<file path="src/rtl/i2c_target_regs.sv">
`default_nettype none
// ============================================================================
// Module   : i2c_target_regs
// Summary  : I2C target with a bank of 8-bit registers behind an
//            auto-incrementing, persistent register pointer.
// Revision : 1.0 - initial release
// ============================================================================
module i2c_target_regs #(
  parameter logic [6:0] DEVICE_ADDR = 7'h11,
  parameter int         NUM_REGS    = 4
) (
  input  logic       i_clk,
  input  logic       i_rst_n,
  input  logic       i_scl,
  input  logic       i_sda,
  output logic       o_sda_oe,
  output logic       o_busy,
  output logic       o_wr_valid,
  output logic [7:0] o_wr_addr,
  output logic [7:0] o_wr_data
);

  localparam int PTR_W = $clog2(NUM_REGS);

  typedef enum logic [3:0] {
    S_IDLE      = 4'd0,
    S_ADDR      = 4'd1,
    S_ADDR_ACK  = 4'd2,
    S_PTR       = 4'd3,
    S_PTR_ACK   = 4'd4,
    S_WDATA     = 4'd5,
    S_WDATA_ACK = 4'd6,
    S_RDATA     = 4'd7,
    S_RDATA_ACK = 4'd8,
    S_WAIT_STOP = 4'd9
  } state_t;

  logic [1:0]       r_scl_sync;
  logic [1:0]       r_sda_sync;
  logic             r_scl_d;
  logic             r_sda_d;
  logic             w_scl;
  logic             w_sda;
  logic             w_scl_rise;
  logic             w_scl_fall;
  logic             w_start;
  logic             w_stop;

  state_t           r_state;
  state_t           w_state_nxt;
  logic [3:0]       r_cnt;
  logic [3:0]       w_cnt_nxt;
  logic [7:0]       r_shift;
  logic [7:0]       w_shift_nxt;
  logic             r_mack;
  logic             w_mack_nxt;
  logic [PTR_W-1:0] r_ptr;
  logic [PTR_W-1:0] w_ptr_nxt;
  logic [PTR_W-1:0] w_ptr_inc;
  logic             r_sda_oe;
  logic             w_oe_nxt;
  logic             r_busy;
  logic             w_busy_nxt;
  logic             w_wr_en;
  logic [7:0]       w_ptr_ext;
  logic [7:0]       w_rd_cur;
  logic [7:0]       w_rd_nxt;

  logic             r_wr_valid;
  logic [7:0]       r_wr_addr;
  logic [7:0]       r_wr_data;
  logic [7:0]       r_regs [NUM_REGS];

  always_ff @(posedge i_clk or negedge i_rst_n) begin
    if (!i_rst_n) begin
      r_scl_sync <= 2'b11;
      r_sda_sync <= 2'b11;
      r_scl_d    <= 1'b1;
      r_sda_d    <= 1'b1;
    end else begin
      r_scl_sync <= {r_scl_sync[0], i_scl};
      r_sda_sync <= {r_sda_sync[0], i_sda};
      r_scl_d    <= w_scl;
      r_sda_d    <= w_sda;
    end
  end

  assign w_scl      = r_scl_sync[1];
  assign w_sda      = r_sda_sync[1];
  assign w_scl_rise = w_scl & ~r_scl_d;
  assign w_scl_fall = ~w_scl & r_scl_d;
  // START/STOP need SCL high on both samples, so they never coincide with an SCL edge.
  assign w_start    = w_scl & r_scl_d & r_sda_d & ~w_sda;
  assign w_stop     = w_scl & r_scl_d & ~r_sda_d & w_sda;

  assign w_ptr_inc  = r_ptr + PTR_W'(1);
  assign w_rd_cur   = r_regs[r_ptr];
  assign w_rd_nxt   = r_regs[w_ptr_inc];

  always_comb begin
    w_ptr_ext             = 8'h00;
    w_ptr_ext[PTR_W-1:0]  = r_ptr;
  end

  always_comb begin
    w_state_nxt = r_state;
    w_cnt_nxt   = r_cnt;
    w_shift_nxt = r_shift;
    w_mack_nxt  = r_mack;
    w_ptr_nxt   = r_ptr;
    w_oe_nxt    = r_sda_oe;
    w_busy_nxt  = r_busy;
    w_wr_en     = 1'b0;

    if (w_stop) begin
      w_state_nxt = S_IDLE;
      w_cnt_nxt   = 4'd0;
      w_oe_nxt    = 1'b0;
      w_busy_nxt  = 1'b0;
    end else if (w_start) begin
      w_state_nxt = S_ADDR;
      w_cnt_nxt   = 4'd0;
      w_oe_nxt    = 1'b0;
    end else begin
      case (r_state)
        S_ADDR, S_PTR, S_WDATA: begin
          if (w_scl_rise && r_cnt != 4'd8) begin
            w_shift_nxt = {r_shift[6:0], w_sda};
            w_cnt_nxt   = r_cnt + 4'd1;
          end else if (w_scl_fall && r_cnt == 4'd8) begin
            w_cnt_nxt = 4'd0;
            if (r_state == S_ADDR) begin
              if (r_shift[7:1] == DEVICE_ADDR) begin
                w_state_nxt = S_ADDR_ACK;
                w_oe_nxt    = 1'b1;
                w_busy_nxt  = 1'b1;
              end else begin
                w_state_nxt = S_WAIT_STOP;
                w_busy_nxt  = 1'b0;
              end
            end else if (r_state == S_PTR) begin
              w_ptr_nxt   = r_shift[PTR_W-1:0];
              w_state_nxt = S_PTR_ACK;
              w_oe_nxt    = 1'b1;
            end else begin
              w_wr_en     = 1'b1;
              w_ptr_nxt   = w_ptr_inc;
              w_state_nxt = S_WDATA_ACK;
              w_oe_nxt    = 1'b1;
            end
          end
        end

        S_ADDR_ACK, S_PTR_ACK, S_WDATA_ACK: begin
          if (w_scl_fall) begin
            w_cnt_nxt = 4'd0;
            w_oe_nxt  = 1'b0;
            // R/W bit is still in r_shift[0]; a read drives its MSB on this same edge.
            if (r_state == S_ADDR_ACK && r_shift[0]) begin
              w_state_nxt = S_RDATA;
              w_oe_nxt    = ~w_rd_cur[7];
              w_shift_nxt = {w_rd_cur[6:0], 1'b0};
            end else if (r_state == S_ADDR_ACK) begin
              w_state_nxt = S_PTR;
            end else begin
              w_state_nxt = S_WDATA;
            end
          end
        end

        S_RDATA: begin
          if (w_scl_rise) begin
            w_cnt_nxt = r_cnt + 4'd1;
          end else if (w_scl_fall) begin
            if (r_cnt == 4'd8) begin
              w_oe_nxt    = 1'b0;
              w_cnt_nxt   = 4'd0;
              w_mack_nxt  = 1'b1;
              w_state_nxt = S_RDATA_ACK;
            end else begin
              w_oe_nxt    = ~r_shift[7];
              w_shift_nxt = {r_shift[6:0], 1'b0};
            end
          end
        end

        S_RDATA_ACK: begin
          if (w_scl_rise) begin
            w_mack_nxt = w_sda;
          end else if (w_scl_fall) begin
            if (!r_mack) begin
              w_ptr_nxt   = w_ptr_inc;
              w_oe_nxt    = ~w_rd_nxt[7];
              w_shift_nxt = {w_rd_nxt[6:0], 1'b0};
              w_cnt_nxt   = 4'd0;
              w_state_nxt = S_RDATA;
            end else begin
              w_state_nxt = S_WAIT_STOP;
            end
          end
        end

        default: begin
        end
      endcase
    end
  end

  always_ff @(posedge i_clk or negedge i_rst_n) begin
    if (!i_rst_n) begin
      r_state    <= S_IDLE;
      r_cnt      <= 4'd0;
      r_shift    <= 8'h00;
      r_mack     <= 1'b1;
      r_ptr      <= '0;
      r_sda_oe   <= 1'b0;
      r_busy     <= 1'b0;
      r_wr_valid <= 1'b0;
      r_wr_addr  <= 8'h00;
      r_wr_data  <= 8'h00;
    end else begin
      r_state    <= w_state_nxt;
      r_cnt      <= w_cnt_nxt;
      r_shift    <= w_shift_nxt;
      r_mack     <= w_mack_nxt;
      r_ptr      <= w_ptr_nxt;
      r_sda_oe   <= w_oe_nxt;
      r_busy     <= w_busy_nxt;
      r_wr_valid <= w_wr_en;
      if (w_wr_en) begin
        r_wr_addr <= w_ptr_ext;
        r_wr_data <= r_shift;
      end
    end
  end

  always_ff @(posedge i_clk or negedge i_rst_n) begin
    if (!i_rst_n) begin
      for (int i = 0; i < NUM_REGS; i++) begin
        r_regs[i] <= 8'h00;
      end
    end else if (w_wr_en) begin
      r_regs[r_ptr] <= r_shift;
    end
  end

  assign o_sda_oe   = r_sda_oe;
  assign o_busy     = r_busy;
  assign o_wr_valid = r_wr_valid;
  assign o_wr_addr  = r_wr_addr;
  assign o_wr_data  = r_wr_data;

endmodule
`default_nettype wire
</file>
<file path="config.mk">
export PLATFORM = sky130hd
export DESIGN_NAME = i2c_target_regs
export DESIGN_NICKNAME = d
export VERILOG_FILES = /design/src/rtl/i2c_target_regs.sv
export SDC_FILE = /design/constraint.sdc
export NUM_CORES = 1
export LEC_CHECK = 0
export BUFFER_PORTS_ARGS = -buffer_cell sky130_fd_sc_hd__buf_2
export CORE_MARGIN = 1
export CORE_UTILIZATION = 25
export CTS_CLUSTER_DIAMETER = 30
export CTS_CLUSTER_SIZE = 28
export DETAILED_ROUTE_END_ITERATION = 8
export PLACE_DENSITY = 0.45
export SKIP_LAST_GASP = 1
export SYNTH_ARGS = -nofsm -noshare
export SYNTH_HDL_FRONTEND = slang
export SYNTH_SLANG_ARGS = --single-unit
</file>
<file path="constraint.sdc">
create_clock -name i_clk -period 3.8 [get_ports i_clk]
set_input_delay 0.38 -clock i_clk [delete_from_list [all_inputs] [get_ports i_clk]]
set_output_delay 0.38 -clock i_clk [all_outputs]
set_load 0.01 [all_outputs]
</file>
* Yosys cells after proc, flatten, opt, wreduce, memory -nomap -nowiden
Index checks and enable logic that the tools add are counted.
Operators by class: bitwise logic cells 18, reductions and logical operators 20, $add $sub $neg 2, mux-type cells 90, magnitude comparators 3, eq/ne operators 40
Operators with widths (number):
- 2-to-1 mux 8 bit | 14
- 2-to-1 mux 4 bit | 24
- inequality test 4 bit (second input constant) | 10
- binary-select mux 8 bit (select 2 bit) | 2
- bitwise mux 32 bit | 1
- 2-to-1 mux 1 bit | 32
- case mux 4 bit (4 select lines) | 2
- case mux 8 bit (4 select lines) | 1
- inequality test 2 bit (second input constant) | 15
- inequality test 5 bit (second input constant) | 4
- AND reduction 9 bit | 2
- demux 8 bit (select 2 bit) | 1
- equality test 4 x 3 -> 1 bit (second input constant) | 4
- 2-to-1 mux 2 bit | 8
- AND reduction 12 bit | 1
- AND reduction 10 bit | 1
- nonzero test 2 bit | 5
- inverter 1 bit | 9
- equality test 4 x 2 -> 1 bit (second input constant) | 2
- equality test 4 bit (second input constant) | 2
- AND reduction 8 bit | 1
- bitwise AND 1 bit | 7
- equality test 7 x 5 -> 1 bit (second input constant) | 1
- AND reduction 7 bit | 1
- other kinds (16) | 23
Word-level totals: bits of input ports 4, word-level logic and storage cells 191, flip-flop bits (word level) 70, output and inout bits 19

* Logic depth before layout (Yosys ltp)
Gate-level depths: netlist of run 1.
depth in word-level cells 12, depth in mapped cells 9, gate-level depth less buffers 7

* Least setup slack after synthesis of run 1
No wires, ideal clock.
kind reg-to-reg, start reg r_ptr[0], end reg r_shift[1], period minus slack after synthesis 2.834 ns, setup time 0.125 ns, stages on the path, launching flop included 10, path slack 0.966 ns, arrival time 2.709 ns, buffers on the path 3, data required time 3.675 ns, cells stage by stage dfrtp_1 > buf_1 > clkbuf_1 > inv_1 > ha_1 > buf_1 > mux4_2 > a22oi_1 > nand2_1 > mux2_4
Between the ends: cells in the longest elaborated chain, start to end 9, elaborated cells between the ends (all ways) 15, classes of those cells 1 x add/sub; 12 x mux; 2 x bitwise
RTL lines:
- start, declared | line 57 | logic [PTR_W-1:0] r_ptr;
- start signal, assigned | line 226 | r_ptr <= w_ptr_nxt;
- adder 2 x 1 -> 2 bit | line 96 | assign w_ptr_inc = r_ptr + PTR_W'(1);
- inverter 2 -> 3 bit (implied by the code) | line 98 | assign w_rd_nxt = r_regs[w_ptr_inc];
- binary-select mux 8 bit (select 2 bit) | line 98
- 2-to-1 mux 8 bit (implied by the code) (2 in series) | line 98
- 2-to-1 mux 8 bit | line 191 | if (!r_mack) begin
- 2-to-1 mux 8 bit | line 190 | end else if (w_scl_fall) begin
- 2-to-1 mux 8 bit | line 188 | if (w_scl_rise) begin
- case mux 8 bit (4 select lines) * | line 125 | case (r_state)
- end signal, assigned | line 224 | r_shift <= w_shift_nxt;
- end, declared | line 53 | logic [7:0] r_shift;
Every way passes the cells marked *; elsewhere a longest branch is shown, timed or not. The select of a mux whose other input is x is not followed. A chain may end at the register's enable or synchronous reset.

* Worst setup path in the final report of run 1
start reg r_cnt[0], end reg r_regs[18] (netlist bit)
Between the ends: cells in the longest elaborated chain, start to end 7, elaborated cells between the ends (all ways) 9, classes of those cells 2 x eq/ne; 5 x mux; 2 x reduce/logical
RTL lines:
- start, declared | line 51 | logic [3:0] r_cnt;
- start signal, assigned | line 223 | r_cnt <= w_cnt_nxt;
- equality test 4 bit | line 130 | end else if (w_scl_fall && r_cnt == 4'd8) begin
- logical AND 1 bit | line 130
- 2-to-1 mux 1 bit | line 130
- 2-to-1 mux 1 bit * | line 127 | if (w_scl_rise && r_cnt != 4'd8) begin
- 2-to-1 mux 1 bit * | line 125
- 2-to-1 mux 1 bit * | line 120 | end else if (w_start) begin
- 2-to-1 mux 1 bit * | line 115 | if (w_stop) begin
- end signal, assigned by index | line 243 | r_regs[r_ptr] <= r_shift;
- end, declared | line 72 | logic [7:0] r_regs [NUM_REGS];
Every way passes the cells marked *; elsewhere a longest branch is shown, timed or not.

==> qor.txt, run 1 <==
status: finished clean
asr flop ratio synth: 100%
Setup CP Type: reg -> reg
Synth Flop Type: dfrtp_1
WP buf/inv: 2
slowest CP cell: nor4_4
DRT Wirelength: 9290 um
# DRC: 0
CP arrival: 3.04 ns
RSZ-0062 raised after global routing: false
share of the synthesized area in the top cell type: 40.3%
max-slew violations: 0
GPL Wtd Cong: 0.788
# port buffers: 16
CTS max path bufs: 2
Starting Density: 25.7%
CP Cell Sequence: inv_1 > ha_1 > and3b_1 > nand2_1 > nor4_4 > buf_4 > nand2_1 > mux2_1
Synth Area in XOR/XNOR: 0.224%
Synth warnings: 0
Global Route Usage Sum: 12.9%
CTS buffer count: 9
largest family of logic cells by synthesized area: multiplexers
met3 GRT Util: 3.31%
max-cap violation count: 0
met2 Track Usage GR: 21.6%
core area: 15300 um^2
clock sinks: 70
routed vias/inst: 4.77
CTS tree: done
Worst Tran Pin Value: 0.906 ns
grt ovf: 0
synth cell count leaders: 63 x dfrtp_1, 42 x mux2_2, 31 x nand2_1
top cell family by delay on the critical path: simple AND/OR/NAND/NOR gates
Inserted Diodes: 0
register area: 1760 um^2
sequential area share after synthesis: 45.0%
Max Freq: 355 MHz
post-synth top area cell: dfrtp_1
Post-Synth Adder-Cell Area: 2.88%
DR WL/cell: 16.7 um
crit end category: flop
htree depth: 3
layout cells sized above 1: 33.0%
met1 usage: 16.1%
ANT nets after route: 0
Fin. Hold Viols: 0
Pre-antenna DRT Iters: 4
ranking of synthesized cells by area: dfrtp_1 40%, mux2_2 12%, mux4_2 9.2%
Die Area: 16200 um^2
most used cell, CP: nand2_1
Core Util, Final: 29.5%
leakage: 0.00203 uW
first-pass GRT wire length: 15700 um
Peak supply drop: 0.000240 V
GR peak layer: met2
CP Max Fanout: 9
clock skew: 0.00646 ns
Root Buffer Master: clkbuf_16
FP Rows: 45
pin count of the biggest net entering global routing: 71
relative slew slack: 39.6%
mean post-synth cell area: 11.9 um^2
clock-pin transition on the worst setup and hold timing paths: 0.06 ns
count leader, synth: dfrtp_1
synthesized cell area: 3920 um^2
Synth Area in Simple Gates: 12.3%
Synth Register Bits: 70
initial DRC count: 159
number of global-route vias before repair: 2812
Tcrit/Tclk final: 74.2%
worst min-delay path class: in -> reg
CTS Hold Buffers Added: 0
vias: 2652
slowest stage delay, CP: 0.54 ns
Final setup viols: 0
post-CTS sizing: 0
P per Cell Area: 452 nW/um^2
Area Overhead vs Synth: 14.9%
later-pin clock latency in the skew report: 0.34 ns
Die X-Extent: 127 um
critical path required time: 4.02 ns
area occupied by multi-input gates: 2020 um^2
cells after synthesis: 329
DP Wirelength: 6110 um
mux cell area share after synthesis: 25.2%
number of fill cells in the layout: 1582
Layout Nets: 353
min Tclk post-route: 2.82 ns
initial antenna violation count: 0
Vert. Die Dim: 127 um
Worst setup SP type: flop
Compound-Gate Fraction of Synth Area: 10.3%
num ports: 23
number of library cell types mapped by synthesis: 56
setup TNS: 0 ns
number of synthesized flops with an enable pin: 0
Post-CTS Setup Inserts: 0
==> state kept, by name, summed over array words and instances, names as in the netlist <==
| register | cells |
|---|---|
| r_sda_d | 1 |
| o_busy | 1 |
| r_scl_d | 1 |
| r_ptr | 2 |
| r_state | 4 |
| o_wr_valid | 1 |
| o_wr_addr | 2 |
| r_sda_sync | 2 |
| r_scl_sync | 2 |
| o_sda_oe | 1 |
| o_wr_data | 8 |
| r_cnt | 4 |
| r_shift | 8 |
| r_mack | 1 |
| r_regs | 32 |
==> worst register-to-register path, cell delays in order, from the launching register on <==
cell     delay (ns)
dfrtp_1        0.42
inv_1          0.07
ha_1           0.15
and3b_1        0.38
nand2_1        0.18
nor4_4         0.54
buf_4          0.27
nand2_1        0.29
mux2_1         0.40
==> routing by layer <==
layer / routed length [um] / part of all wire, % / vias up
met2: 4610 / 50 / 47
met1: 4230 / 46 / 1347
li1: - / - / 1242
met5: 0 / 0 / -
met4: 167 / 1.8 / 0
met3: 283 / 3.0 / 16
==> logic make-up after synthesis <==
| kind of cell | Yosys count |
|---|---|
| other cells | 1 |
| mux | 69 |
| simple gates | 87 |
| fa+ha+maj | 9 |
| buf+inv | 35 |
| xor+xnor | 1 |
| compound gates | 57 |
| flops | 70 |
==> placed cells by master, fill, tap and decap left out, types with 4 or more instances in the layout <==
master,instances
mux2_4,8
conb_1,6
mux2_2,42
a211oi_1,5
ha_1,9
a31oi_1,6
a21oi_1,14
nor4_1,4
nand2b_1,6
clkbuf_16,9
inv_1,10
buf_4,5
dfrtp_1,63
o21ai_0,4
nand3_1,6
nand2_1,31
buf_2,15
nor2_1,14
dfstp_2,7
a22oi_1,7
mux4_2,16
==> where the power goes <==
part	internal, uW	total (uW)	switching, uW
clock network	526	850	324
registers	803	930	127
logic	132	256	124
==> final timing paths <==
path | slack (ns) | cells past startpoint | end | start
max in group asynchronous | 3.05 | 1 | r_regs[21] | i_rst_n
min in group asynchronous | 0.18 | 1 | r_state[2] | i_rst_n
min | 0.14 | 1 | r_sda_sync[0] | i_sda
min reg2reg | 0.36 | 0 | r_sda_sync[1] | r_sda_sync[0]
max | 0.98 | 8 | r_regs[18] | r_cnt[0]
max reg2reg | 0.98 | 8 | r_regs[18] | r_cnt[0]
==> metrics by stage <==
| stage | setup WS, ns | instance area, um^2 | std cells | hold WS [ns] | power [uW] |
|---|---|---|---|---|---|
| CTS | 0.950 | 4500 | 556 | 0.122 | 2070 |
| global placement | 0.992 | 4200 | 540 | 0.348 | 1210 |
| floorplan | 0.966 | 3940 | 334 | 0.0844 | 1100 |
| global route | 0.829 | 4500 | 556 | 0.124 | 2150 |
| finish | 0.980 | 4500 | 556 | 0.135 | 2040 |
| detailed placement | 0.976 | 4200 | 540 | 0.351 | 1210 |
==> final cells by class <==
cell class / count / share of cell area (%)
Tap cell: 211 / 5.87
Timing Repair Buffer: 20 / 2.50
Inverter: 10 / 0.834
Multi-Input combinational cell: 229 / 45.0
Clock buffer: 11 / 5.39
Clock inverter: 5 / 1.31
Sequential cell: 70 / 39.1
No activity file was read; power rests on OpenSTA's default activity.
==> run 2, diff against run 1 <==
PLACE_DENSITY = 0.46   (was 0.45)
clock period = 2.31 ns   (was 3.8 ns; I/O delays follow)
==> run 2 against run 1 <==
  * Total power grew 73%
  * Maximum frequency grew 28%
  * Critical path depth is the same
  * Clock power grew 66%
  * Final cell count grew 7.9%
  * Die area is the same
  * Critical endpoint is now r_shift[2]
==> qor.txt, run 2 (synthesis gave the netlist of run 1 again) <==
grt ovf: 0
RSZ-0062 raised after global routing: false
setup TNS: 0 ns
CTS max path bufs: 2
Die Area: 16200 um^2
max-cap violation count: 0
initial antenna violation count: 0
pin count of the biggest net entering global routing: 44
CP Max Fanout: 8
Root Buffer Master: clkbuf_16
Global Route Usage Sum: 13.2%
post-route cell area: 4910 um^2
number of fill cells in the layout: 1553
Core Util, Final: 32.2%
Area Overhead vs Synth: 25.4%
core area: 15300 um^2
CP arrival: 2.42 ns
crit end category: flop
Post-DP Area: 4530 um^2
# port buffers: 16
routed vias/inst: 4.68
Setup CP Type: reg -> reg
leakage: 0.00227 uW
min Tclk post-route: 2.20 ns
placed insts: 578
GPL Wtd Cong: 0.783
clock skew: 0.00673 ns
Layout Nets: 397
worst min-delay path class: reg -> reg
Max Freq: 454 MHz
Die X-Extent: 127 um
# DRC: 0
num ports: 23
vias: 2809
Peak supply drop: 0.000476 V
clock-pin transition on the worst setup and hold timing paths: 0.06 ns
commonest non-fill, non-tap cell in the layout: dfrtp_1
Reg with most FFs: r_regs
max-slew violations: 0
FP Rows: 45
fin cells: 600
later-pin clock latency in the skew report: 0.34 ns
clock sinks: 70
CTS tree: done
P per Cell Area: 718 nW/um^2
DRT Wirelength: 9620 um
Tcrit/Tclk final: 95.3%
DR WL/cell: 16.0 um
Worst setup SP type: flop
Inserted Diodes: 0
Starting Density: 25.7%
DP Wirelength: 6710 um
htree depth: 3
ANT nets after route: 0
first-pass GRT wire length: 16200 um
status: finished clean
Pre-antenna DRT Iters: 4
hold_ws: 0.356 ns
critical path required time: 2.53 ns
Worst Tran Pin Value: 0.655 ns
initial DRC count: 144
Final setup viols: 0
CTS buffer count: 9
relative slew slack: 56.3%
most frequent cells in the layout: 63 x dfrtp_1, 42 x mux2_2, 40 x buf_4
max reg flops: 32
Fin. Hold Viols: 0
Vert. Die Dim: 127 um
layout cells sized above 1: 41.1%
number of global-route vias before repair: 2949
run 2: changes by cell type in the layout (fill, tap and decap cells not counted), moves of 2 or more:
cell / delta
ha_2: +2
buf_12: +4
ha_1: -2
buf_4: +35
dlygate4sd3_1: +3
run 2: worst paths after layout:
check	to	slack [ns]	cells after the start	from
max	r_shift[2]	0.11	8	r_scl_sync[1]
min	r_sda_sync[1]	0.36	0	r_sda_sync[0]
max reg2reg	r_shift[2]	0.11	8	r_scl_sync[1]
min reg2reg	r_sda_sync[1]	0.36	0	r_sda_sync[0]
max in group asynchronous	r_sda_d	1.12	3	i_rst_n
min in group asynchronous	o_wr_addr[1]	0.46	2	i_rst_n
run 2: where the power goes:
part           switching, uW  total (uW)  internal [uW]
logic                    354         701            347
clock network            546        1410            865
registers               87.9        1410           1320
run 2: timing repair:
item	CTS	global route
setup buffers	0	3
hold buffers	3	0
resized for setup	0	6
hold endpoints to repair	29	0
setup endpoints to repair	0	48
run 2: cell type report:
| type | instances | area, um^2 | area share (%) |
|---|---|---|---|
| multi-input cells | 229 | 2040 | 41.6 |
| clock inverters | 5 | 58.8 | 1.20 |
| well taps | 211 | 264 | 5.38 |
| flip-flops and latches | 70 | 1760 | 35.9 |
| repair buffers | 64 | 502 | 10.2 |
| inverters | 10 | 37.5 | 0.765 |
| clock buffers | 11 | 243 | 4.94 |
run 2: stage by stage:
| stage | total power (uW) | worst slack [ns] |
|---|---|---|
| after floorplan | 1810 | 0.0520 |
| after global placement | 2120 | 0.0467 |
| after detailed placement | 2130 | 0.0467 |
| after CTS | 3570 | 0.0362 |
| after global routing | 3710 | 0.00620 |
| final | 3520 | 0.109 |
run 2: per-layer routing:
layer	up-vias	GRT usage, %	wire [um]
li1	1323	-	-
met1	1418	16.1	4290
met2	53	21.9	4860
met3	15	4.10	351
met4	0	4.76	125
met5	-	0	0
run 2: critical path, stage by stage, from the launching register on:
cell and delay [ns]:
dfstp_2 0.55, inv_1 0.05, ha_2 0.20, nor2b_1 0.14, mux2_2 0.27, a311oi_2 0.26
or3_4 0.18, buf_12 0.13, mux2_4 0.30
